`src/rtl/ising_run_ctrl_pkg.sv`:
```
// Shared FSM states, CTRL bit positions and register map for the Ising run sequencer.
package ising_run_ctrl_pkg;

  typedef enum logic [2:0] {
    S_IDLE,
    S_HOLD,
    S_RUN,
    S_SAMPLE,
    S_DONE
  } state_e;

  localparam int unsigned CTRL_START = 0;
  localparam int unsigned CTRL_CLEAR = 1;
  localparam int unsigned CTRL_ABORT = 2;

  localparam logic [15:0] ADDR_CTRL  = 16'h0000;
  localparam logic [15:0] ADDR_LEN   = 16'h0004;
  localparam logic [15:0] ADDR_WBASE = 16'h1000;

  function automatic logic [31:0] clamp_w(input logic [31:0] v, input logic [31:0] maxv);
    return (v > maxv) ? maxv : v;
  endfunction

endpackage

```
`src/rtl/ising_run_ctrl_phase_sync.sv`:
```
// N-bit flop-chain synchroniser for the asynchronous oscillator phases.
module phase_sync #(
  parameter int unsigned N           = 8,
  parameter int unsigned SYNC_STAGES = 2
) (
  input  logic         i_clk,
  input  logic         i_rst,
  input  logic [N-1:0] i_d,
  output logic [N-1:0] o_q
);

  logic [N-1:0] r_sync [SYNC_STAGES];

  always_ff @(posedge i_clk or posedge i_rst) begin
    if (i_rst) begin
      for (int unsigned i = 0; i < SYNC_STAGES; i++) r_sync[i] <= '0;
    end else begin
      r_sync[0] <= i_d;
      for (int unsigned i = 1; i < SYNC_STAGES; i++) r_sync[i] <= r_sync[i-1];
    end
  end

  assign o_q = r_sync[SYNC_STAGES-1];

endmodule

```
`src/rtl/ising_run_ctrl.sv`:
```
// Host-facing sequencer: forwards clamped weight writes and runs one timed anneal.
module ising_run_ctrl
  import ising_run_ctrl_pkg::*;
#(
  parameter int unsigned N           = 8,
  parameter int unsigned NUM_WEIGHTS = 15,
  parameter int unsigned CNT_W       = 32,
  parameter int unsigned RST_CYCLES  = 4,
  parameter int unsigned SYNC_STAGES = 2,
  parameter int unsigned DEF_LEN     = 1000,
  localparam int unsigned AW         = (N*N > 1) ? $clog2(N*N) : 1
) (
  input  logic          clk,
  input  logic          axi_rst,
  input  logic          cmd_valid,
  output logic          cmd_ready,
  input  logic [15:0]   cmd_addr,
  input  logic [31:0]   cmd_data,
  output logic          arr_wready,
  output logic [AW-1:0] arr_wr_addr,
  output logic [31:0]   arr_wdata,
  output logic          ising_rstn,
  input  logic [N-1:0]  phase_in,
  output logic [N-1:0]  spin_out,
  output logic          busy,
  output logic          done,
  output logic          err
);

  localparam int unsigned HW = (RST_CYCLES > 1) ? $clog2(RST_CYCLES + 1) : 1;

  state_e           r_state;
  logic [CNT_W-1:0] r_len;
  logic [CNT_W-1:0] r_cnt;
  logic [HW-1:0]    r_hold;
  logic             r_wready, r_rstn, r_busy, r_done, r_err;
  logic [AW-1:0]    r_waddr;
  logic [31:0]      r_wdata;
  logic [N-1:0]     r_spin;
  logic [N-1:0]     w_sync;
  logic [31:0]      w_off;
  logic             w_is_ctrl, w_is_len, w_is_wt;
  logic             w_start, w_clear, w_abort;
  logic [AW-1:0]    w_k;

  phase_sync #(.N(N), .SYNC_STAGES(SYNC_STAGES)) u_sync (
    .i_clk (clk),
    .i_rst (axi_rst),
    .i_d   (phase_in),
    .o_q   (w_sync)
  );

  // An address below the weight base wraps to a huge offset and fails the range check.
  assign w_off     = {16'h0000, cmd_addr} - {16'h0000, ADDR_WBASE};
  assign w_is_wt   = (w_off[1:0] == 2'b00) && (w_off[31:2] < 30'(N*N));
  assign w_k       = w_off[AW+1:2];
  assign w_is_ctrl = (cmd_addr == ADDR_CTRL);
  assign w_is_len  = (cmd_addr == ADDR_LEN);
  assign w_start   = cmd_valid && w_is_ctrl && cmd_data[CTRL_START];
  assign w_clear   = cmd_valid && w_is_ctrl && cmd_data[CTRL_CLEAR];
  assign w_abort   = cmd_valid && w_is_ctrl && cmd_data[CTRL_ABORT];

  always_ff @(posedge clk or posedge axi_rst) begin
    if (axi_rst) begin
      r_state  <= S_IDLE;
      r_len    <= CNT_W'(DEF_LEN);
      r_cnt    <= '0;
      r_hold   <= '0;
      r_wready <= 1'b0;
      r_waddr  <= '0;
      r_wdata  <= '0;
      r_rstn   <= 1'b0;
      r_busy   <= 1'b0;
      r_done   <= 1'b0;
      r_err    <= 1'b0;
      r_spin   <= '0;
    end else begin
      r_wready <= 1'b0;
      if (cmd_valid && w_is_wt) begin
        if (r_busy) begin
          r_err <= 1'b1;
        end else begin
          r_wready <= 1'b1;
          r_waddr  <= w_k;
          r_wdata  <= clamp_w(cmd_data, 32'(NUM_WEIGHTS - 1));
        end
      end else if (cmd_valid && w_is_len) begin
        if (r_busy) r_err <= 1'b1;
        else        r_len <= CNT_W'(cmd_data);
      end

      // Abort outranks clear, so an abort during a run leaves err alone.
      if (w_abort ? !r_busy : w_clear) r_err <= 1'b0;

      case (r_state)
        S_IDLE: begin
          if (w_start && !w_abort && !w_clear) begin
            r_state <= S_HOLD;
            r_hold  <= '0;
            r_busy  <= 1'b1;
          end
        end
        S_HOLD, S_RUN, S_SAMPLE: begin
          if (w_abort) begin
            r_state <= S_IDLE;
            r_rstn  <= 1'b0;
            r_busy  <= 1'b0;
            r_done  <= 1'b0;
          end else if (r_state == S_HOLD) begin
            if (r_hold == HW'(RST_CYCLES - 1)) begin
              r_state <= S_RUN;
              r_rstn  <= 1'b1;
              r_cnt   <= (r_len == '0) ? CNT_W'(1) : r_len;
            end else begin
              r_hold <= r_hold + 1'b1;
            end
          end else if (r_state == S_RUN) begin
            r_cnt <= r_cnt - 1'b1;
            if (r_cnt == CNT_W'(1)) r_state <= S_SAMPLE;
          end else begin
            r_spin  <= w_sync;
            r_state <= S_DONE;
            r_busy  <= 1'b0;
            r_done  <= 1'b1;
          end
        end
        S_DONE: begin
          if (w_abort || w_clear) begin
            r_state <= S_IDLE;
            r_rstn  <= 1'b0;
            r_done  <= 1'b0;
          end else if (w_start) begin
            r_state <= S_HOLD;
            r_hold  <= '0;
            r_rstn  <= 1'b0;
            r_busy  <= 1'b1;
            r_done  <= 1'b0;
          end
        end
        default: r_state <= S_IDLE;
      endcase
    end
  end

  assign cmd_ready   = 1'b1;
  assign arr_wready  = r_wready;
  assign arr_wr_addr = r_waddr;
  assign arr_wdata   = r_wdata;
  assign ising_rstn  = r_rstn;
  assign spin_out    = r_spin;
  assign busy        = r_busy;
  assign done        = r_done;
  assign err         = r_err;

endmodule

```
`config.mk`:
```
export PLATFORM = sky130hd
export DESIGN_NAME = ising_run_ctrl
export DESIGN_NICKNAME = d
export VERILOG_FILES = /design/src/rtl/ising_run_ctrl_pkg.sv /design/src/rtl/ising_run_ctrl_phase_sync.sv /design/src/rtl/ising_run_ctrl.sv
export SDC_FILE = /design/constraint.sdc
export NUM_CORES = 1
export LEC_CHECK = 0
export CORE_MARGIN = 2
export CORE_UTILIZATION = 50
export DETAILED_ROUTE_END_ITERATION = 8
export PLACE_DENSITY = 0.88
export SYNTH_ARGS = -nofsm -noshare
export SYNTH_HDL_FRONTEND = slang
export SYNTH_SLANG_ARGS = --single-unit
```
`constraint.sdc`:
```
create_clock -name clk -period 7.75 [get_ports clk]
set_clock_uncertainty 0.2 [all_clocks]
set_input_delay 1.55 -clock clk [delete_from_list [all_inputs] [get_ports clk]]
set_output_delay 1.55 -clock clk [all_outputs]
set_load 0.01 [all_outputs]
```
==> impl_metrics.toml, run 1 <==
[run_status]
outcome = "completed"

[setup_path]
cp-start-kind = "input port"
critPathKind = "input port to flip-flop"
worst_ep_required_time_ps = 7830
worstSetupEndpointType = "flip-flop"
cp_data_arrival_time_ps = 4300
path_max_fanout = 41

[place]
dpl.hpwl_um = 10900
place_ws_ps = 3310
place_inst = 797
place_congestion = 0.890
io_buffers = 109
placed_area_um2 = 7300

[global_route]
grt_use_total_pct = 26.6
grt_pass1_vias = 5280
antenna_found_initial = 0
grt_pass1_wl_um = 26900
grt_max_degree = 81
grt_overflow = 0

[route]
routed_wl_um = 16700
vias = 5188
detail_route.vias_per_cell = 6.26
route.detailed.drc = 0
drt_iter0_drc = 496
drtAntennaViolNets = 0
avgRoutedWirePerCell_um = 20.1
drt_first_pass_iters = 7

[cts]
clock_sinks = 137
cts_resized = 0
cts_setup_buffers = 0
clk_pin_slew_ps = 70
tritoncts = "done"
cts_root_buf = "clkbuf_16"
h-tree-depth = 4
insertion_delay_ps = 420
clock_path_buffers = 2
numCtsBuffers = 17
cts_hold_buf = 0

[cells_and_area]
fin_area_um2 = 7950
antennaDiodeCount = 0
area_delta_synth_final_pct = 30.4
final-instance-count-excl-fill = 829
drive_gt1_share_pct = 14.1
fin_nets = 732

[power_and_ir_drop]
ir_drop_v = 0.000212
pwr-share-seq_pct = 43.5
pwr-share-comb_pct = 3.4
powerDensity_nw_per_um2 = 209
power_leakage_nw = 3.50
p_sw_share_pct = 23.0
intPower_mw = 1.28
p_clk_share_pct = 53.1
p_switching_uw = 382

[synth]
yosysMostFrequentCell = "dfrtp_1"
synth_top_area_share_pct = 53.7
synthFlopType = "dfrtp_1"
syn-instance-count = 562
synth_seq_cells = 137
asyncSetResetFlopFracSynth_pct = 100
synth_top_area_cell = "dfrtp_1"
yosys-top-cells-count = "dfrtp_1 (131), nand2_1 (40), mux2_2 (39), nor2_1 (36)"
yosysSeqAreaShare_pct = 56.3
yosys_warnings = 0
syn_nets = 625
synth_area_um2 = 6100
synth_edf_count = 0
yosys-top-cells-area = "dfrtp_1 (54%), mux2_2 (7.2%), and2_1 (3.1%)"
synth.avg_cell_area_um2 = 10.9
yosysUniqueCellTypes = 58

[sta]
fin_hold_ws_ps = 149
setup_slack_ps = 3520
max_slew_margin_pct = 26.0
rsz0062_at_grt = "false"
max_freq_mhz = 237
final_hold_viol_count = 0
slew_viol_final = 0
tightest_slew_ps = 1110
timing.final.crit_share_pct = 54.5
fin_tns_setup_ps = 0
period_minus_slack_ps = 4230
setup_violations = 0

[floorplanning]
core_um2 = 12000
die_y_um = 114
die_area_um2 = 13100
die_w_um = 114
start_util_pct = 51.0
row_count = 40
pin_count = 111

[run]
cap_violations = 0

[min_path]
hold_class = "flip-flop to flip-flop"
==> cells by family (layout without fill, tap and decap cells) <==
logic type               after synthesis  after routing  synth area share, %
AND/OR/NAND/NOR                      212            212                 19.3
flip-flops                           137            137                 56.3
AO/OA/AOI/OAI                        126            126                 12.8
multiplexers                          44             44                 8.04
other                                  1              1               0.0615
buffers and inverters                 38            158                 2.67
adder cells (fa/ha/maj)                4              4                0.821
==> power by group through the flow <==
stage	Sequential (mW)	Combinational (mW)	Clock, mW
2_1_floorplan	0.734	0.0154	0
3_3_place_gp	0.734	0.0541	0
3_5_place_dp	0.734	0.0556	0
4_1_cts	0.721	0.0568	0.891
5_1_grt	0.721	0.0614	0.920
6_report	0.721	0.0563	0.881
==> placed cells by master (no fill, tap or decap), types with 4 or more instances in the layout <==
cell | netlist | final
o211ai_1 | 4 | 4
a2bb2oi_1 | 4 | 4
o22ai_1 | 7 | 7
clkbuf_16 | 0 | 17
nand2_1 | 40 | 40
inv_8 | 0 | 6
nand4_1 | 14 | 14
dfstp_2 | 6 | 6
buf_4 | 4 | 4
inv_1 | 13 | 12
o311ai_0 | 4 | 4
clkdlybuf4s50_1 | 0 | 109
nand3_1 | 11 | 11
mux2_2 | 39 | 39
nor2_1 | 36 | 36
nor3_1 | 19 | 19
ha_1 | 4 | 4
and2_1 | 30 | 30
nor3b_1 | 4 | 4
o21ai_0 | 35 | 35
or3_1 | 7 | 7
nor4_1 | 21 | 21
dfrtp_1 | 131 | 131
a21oi_1 | 35 | 35
a22oi_1 | 8 | 8
mux2i_1 | 4 | 4
nor2b_1 | 4 | 4
a31oi_1 | 7 | 7
or4_1 | 4 | 4
==> registers in the layout, indices dropped and copies added, names as in the netlist <==
| name | flops |
|---|---|
| arr_wdata | 32 |
| r_cnt | 32 |
| r_len | 32 |
| spin_out | 8 |
| u_sync.o_q | 8 |
| u_sync.r_sync | 8 |
| arr_wr_addr | 6 |
| r_hold | 3 |
| r_state | 3 |
| arr_wready | 1 |
| busy | 1 |
| done | 1 |
| err | 1 |
| ising_rstn | 1 |
==> layer usage <==
metal,share of wire [%],vias to the layer above,GRT usage [%]
li1,-,2282,-
met1,38,2571,33.6
met2,50,276,42.6
met3,7.6,59,6.35
met4,3.9,0,14.3
met5,0,-,0
==> worst max-delay path: stages <==
cell and delay (ps):
clkdlybuf4s50_1 450, nor4_1 440, nand4_1 350, o21ai_2 260
buf_4 390, inv_1 450, mux2i_1 290, o311ai_1 120
==> final cells by class <==
class	count	area, um^2
sequential	137	3440
clock buffer	17	425
multi-input combinational	387	2510
clock inverter	15	225
timing repair buffer	113	1120
fill	812	4010
inverter	13	51.3
tap	147	184
==> path summary, 6_finish.rpt <==
path | to | slack (ps) | cells after the start | from
worst max-delay path | r_cnt[31] | 3520 | 8 | cmd_addr[11]
worst min-delay path | u_sync.o_q[2] | 150 | 0 | u_sync.r_sync[10]
worst max register to register | r_cnt[31] | 4870 | 9 | r_hold[0]
worst min register to register | u_sync.o_q[2] | 150 | 0 | u_sync.r_sync[10]
max in group asynchronous | r_hold[0] | 4580 | 3 | axi_rst
min in group asynchronous | arr_wdata[19] | 1500 | 2 | axi_rst
==> per-stage QoR <==
step,util [%],power [mW]
final,66.5,1.66
after CTS,66.5,1.67
after global placement,61.1,0.788
after global routing,66.5,1.70
after floorplan,-,0.749
after detailed placement,61.1,0.790
Note: power is estimated with default switching activity, not from simulation.
==> run 2: changes to the inputs <==
- clock period: 7.75 -> 4.4 ns (I/O delays scaled with it)
==> impl_metrics.toml, run 2 (same netlist as run 1, synthesis figures left out) <==
[run_status]
outcome = "completed"

[sta]
fin_tns_setup_ps = 0
slew_viol_final = 0
tightest_slew_ps = 820
period_minus_slack_ps = 3040
max_freq_mhz = 329
final_hold_viol_count = 0
setup_violations = 0
timing.final.crit_share_pct = 69.1
rsz0062_at_grt = "false"
max_slew_margin_pct = 45.3

[power_and_ir_drop]
ir_drop_v = 0.000258
powerDensity_nw_per_um2 = 358
total_power_mw = 2.85
power_leakage_nw = 3.49

[setup_path]
r2r-end = "r_cnt[16]"
worst_ep_required_time_ps = 4500
path_max_fanout = 8
worstSetupEndpointType = "flip-flop"
timing.rr.start = "r_cnt[0]"
cp-start-kind = "input port"
rrSetupSlack_ps = 1590
rr_worst_depth = 7
cp_data_arrival_time_ps = 3140
critPathKind = "input port to flip-flop"

[floorplanning]
pin_count = 111
row_count = 40
die_area_um2 = 13100
core_um2 = 12000
die_w_um = 114
die_y_um = 114
start_util_pct = 51.0

[global_route]
grt_max_degree = 55
grt_use_total_pct = 27.0
grt_overflow = 0
antenna_found_initial = 0
grt_pass1_vias = 5285
grt_pass1_wl_um = 27500

[place]
place_congestion = 0.933
placed_area_um2 = 7350
io_buffers = 109
dpl.hpwl_um = 11200

[route]
routed_wl_um = 17000
route.detailed.drc = 0
detail_route.vias_per_cell = 6.28
drtAntennaViolNets = 0
drt_first_pass_iters = 5
drt_iter0_drc = 566
vias = 5228
avgRoutedWirePerCell_um = 20.4

[min_path]
min_to = "u_sync.o_q[7]"
min_path_cells = 0
worstHoldStart = "u_sync.r_sync[15]"
hold_class = "flip-flop to flip-flop"

[cells_and_area]
fillers = 784
final_common_cell = "dfrtp_1"
fin_nets = 736
area_delta_synth_final_pct = 30.5
final_cell_mix = "dfrtp_1 (131), clkdlybuf4s50_1 (109), nand2_1 (40)"
drive_gt1_share_pct = 14.4
multi_input_area_um2 = 2510
fin_area_um2 = 7960
antennaDiodeCount = 0
seqCellArea_um2 = 3440

[cts]
numCtsBuffers = 17
cts_setup_buffers = 0
tritoncts = "done"
insertion_delay_ps = 420
cts_resized = 0
clk_pin_slew_ps = 60
h-tree-depth = 4
cts_hold_buf = 0
cts_root_buf = "clkbuf_16"
clock_sinks = 137
clock_path_buffers = 2

[run]
cap_violations = 0
[run 2: worst max-delay path: stages]
cell             delay (ps)
clkdlybuf4s50_1         420
nor4_1                  390
nand4_1                 380
o21ai_1                 480
nor2_1                  100
buf_4                   190
mux2_2                  280
[run 2: through the flow]
step | worst slack, ps | hold slack [ps] | instances | util, %
after global routing | 1120 | 153 | 833 | 66.5
after CTS | 1390 | 149 | 833 | 66.5
final | 1360 | 148 | 833 | 66.5
after global placement | 1090 | 134 | 801 | 61.4
after floorplan | 1620 | 131 | 562 | -
after detailed placement | 1010 | 135 | 801 | 61.4
[run 2: worst max-delay path by stage]
stage | startpoint | endpoint | cells after the start
CTS | cmd_addr[10] | r_len[24] | 7
global placement | cmd_addr[10] | r_len[20] | 7
detailed placement | cmd_addr[10] | r_len[22] | 7
finish | cmd_addr[10] | spin_out[4] | 7
floorplan | axi_rst | arr_wdata[0] | 1
global route | cmd_addr[10] | r_cnt[31] | 7
[run 2: final cells by class]
class,instances,share of cell area [%]
tap,147,2.31
multi-input combinational,387,31.6
timing repair buffer,117,14.6
inverter,13,0.660
sequential,137,43.2
clock inverter,13,2.11
clock buffer,19,5.57
[run 2: power by group]
group / switching [mW] / leakage, nW / internal [mW]
Combinational: 0.0491 / 1.38 / 0.0532
Sequential: 0.00264 / 1.81 / 1.27
Clock: 0.560 / 0.294 / 0.912
Total: 0.612 / 3.49 / 2.23
[run 2: per-layer routing]
layer	up-vias	global-route usage, %	part of all wire [%]
li1	2287	-	-
met1	2575	34.4	39
met2	309	43.6	49
met5	-	0	0
met3	57	7.20	8.5
met4	0	12.2	3.5
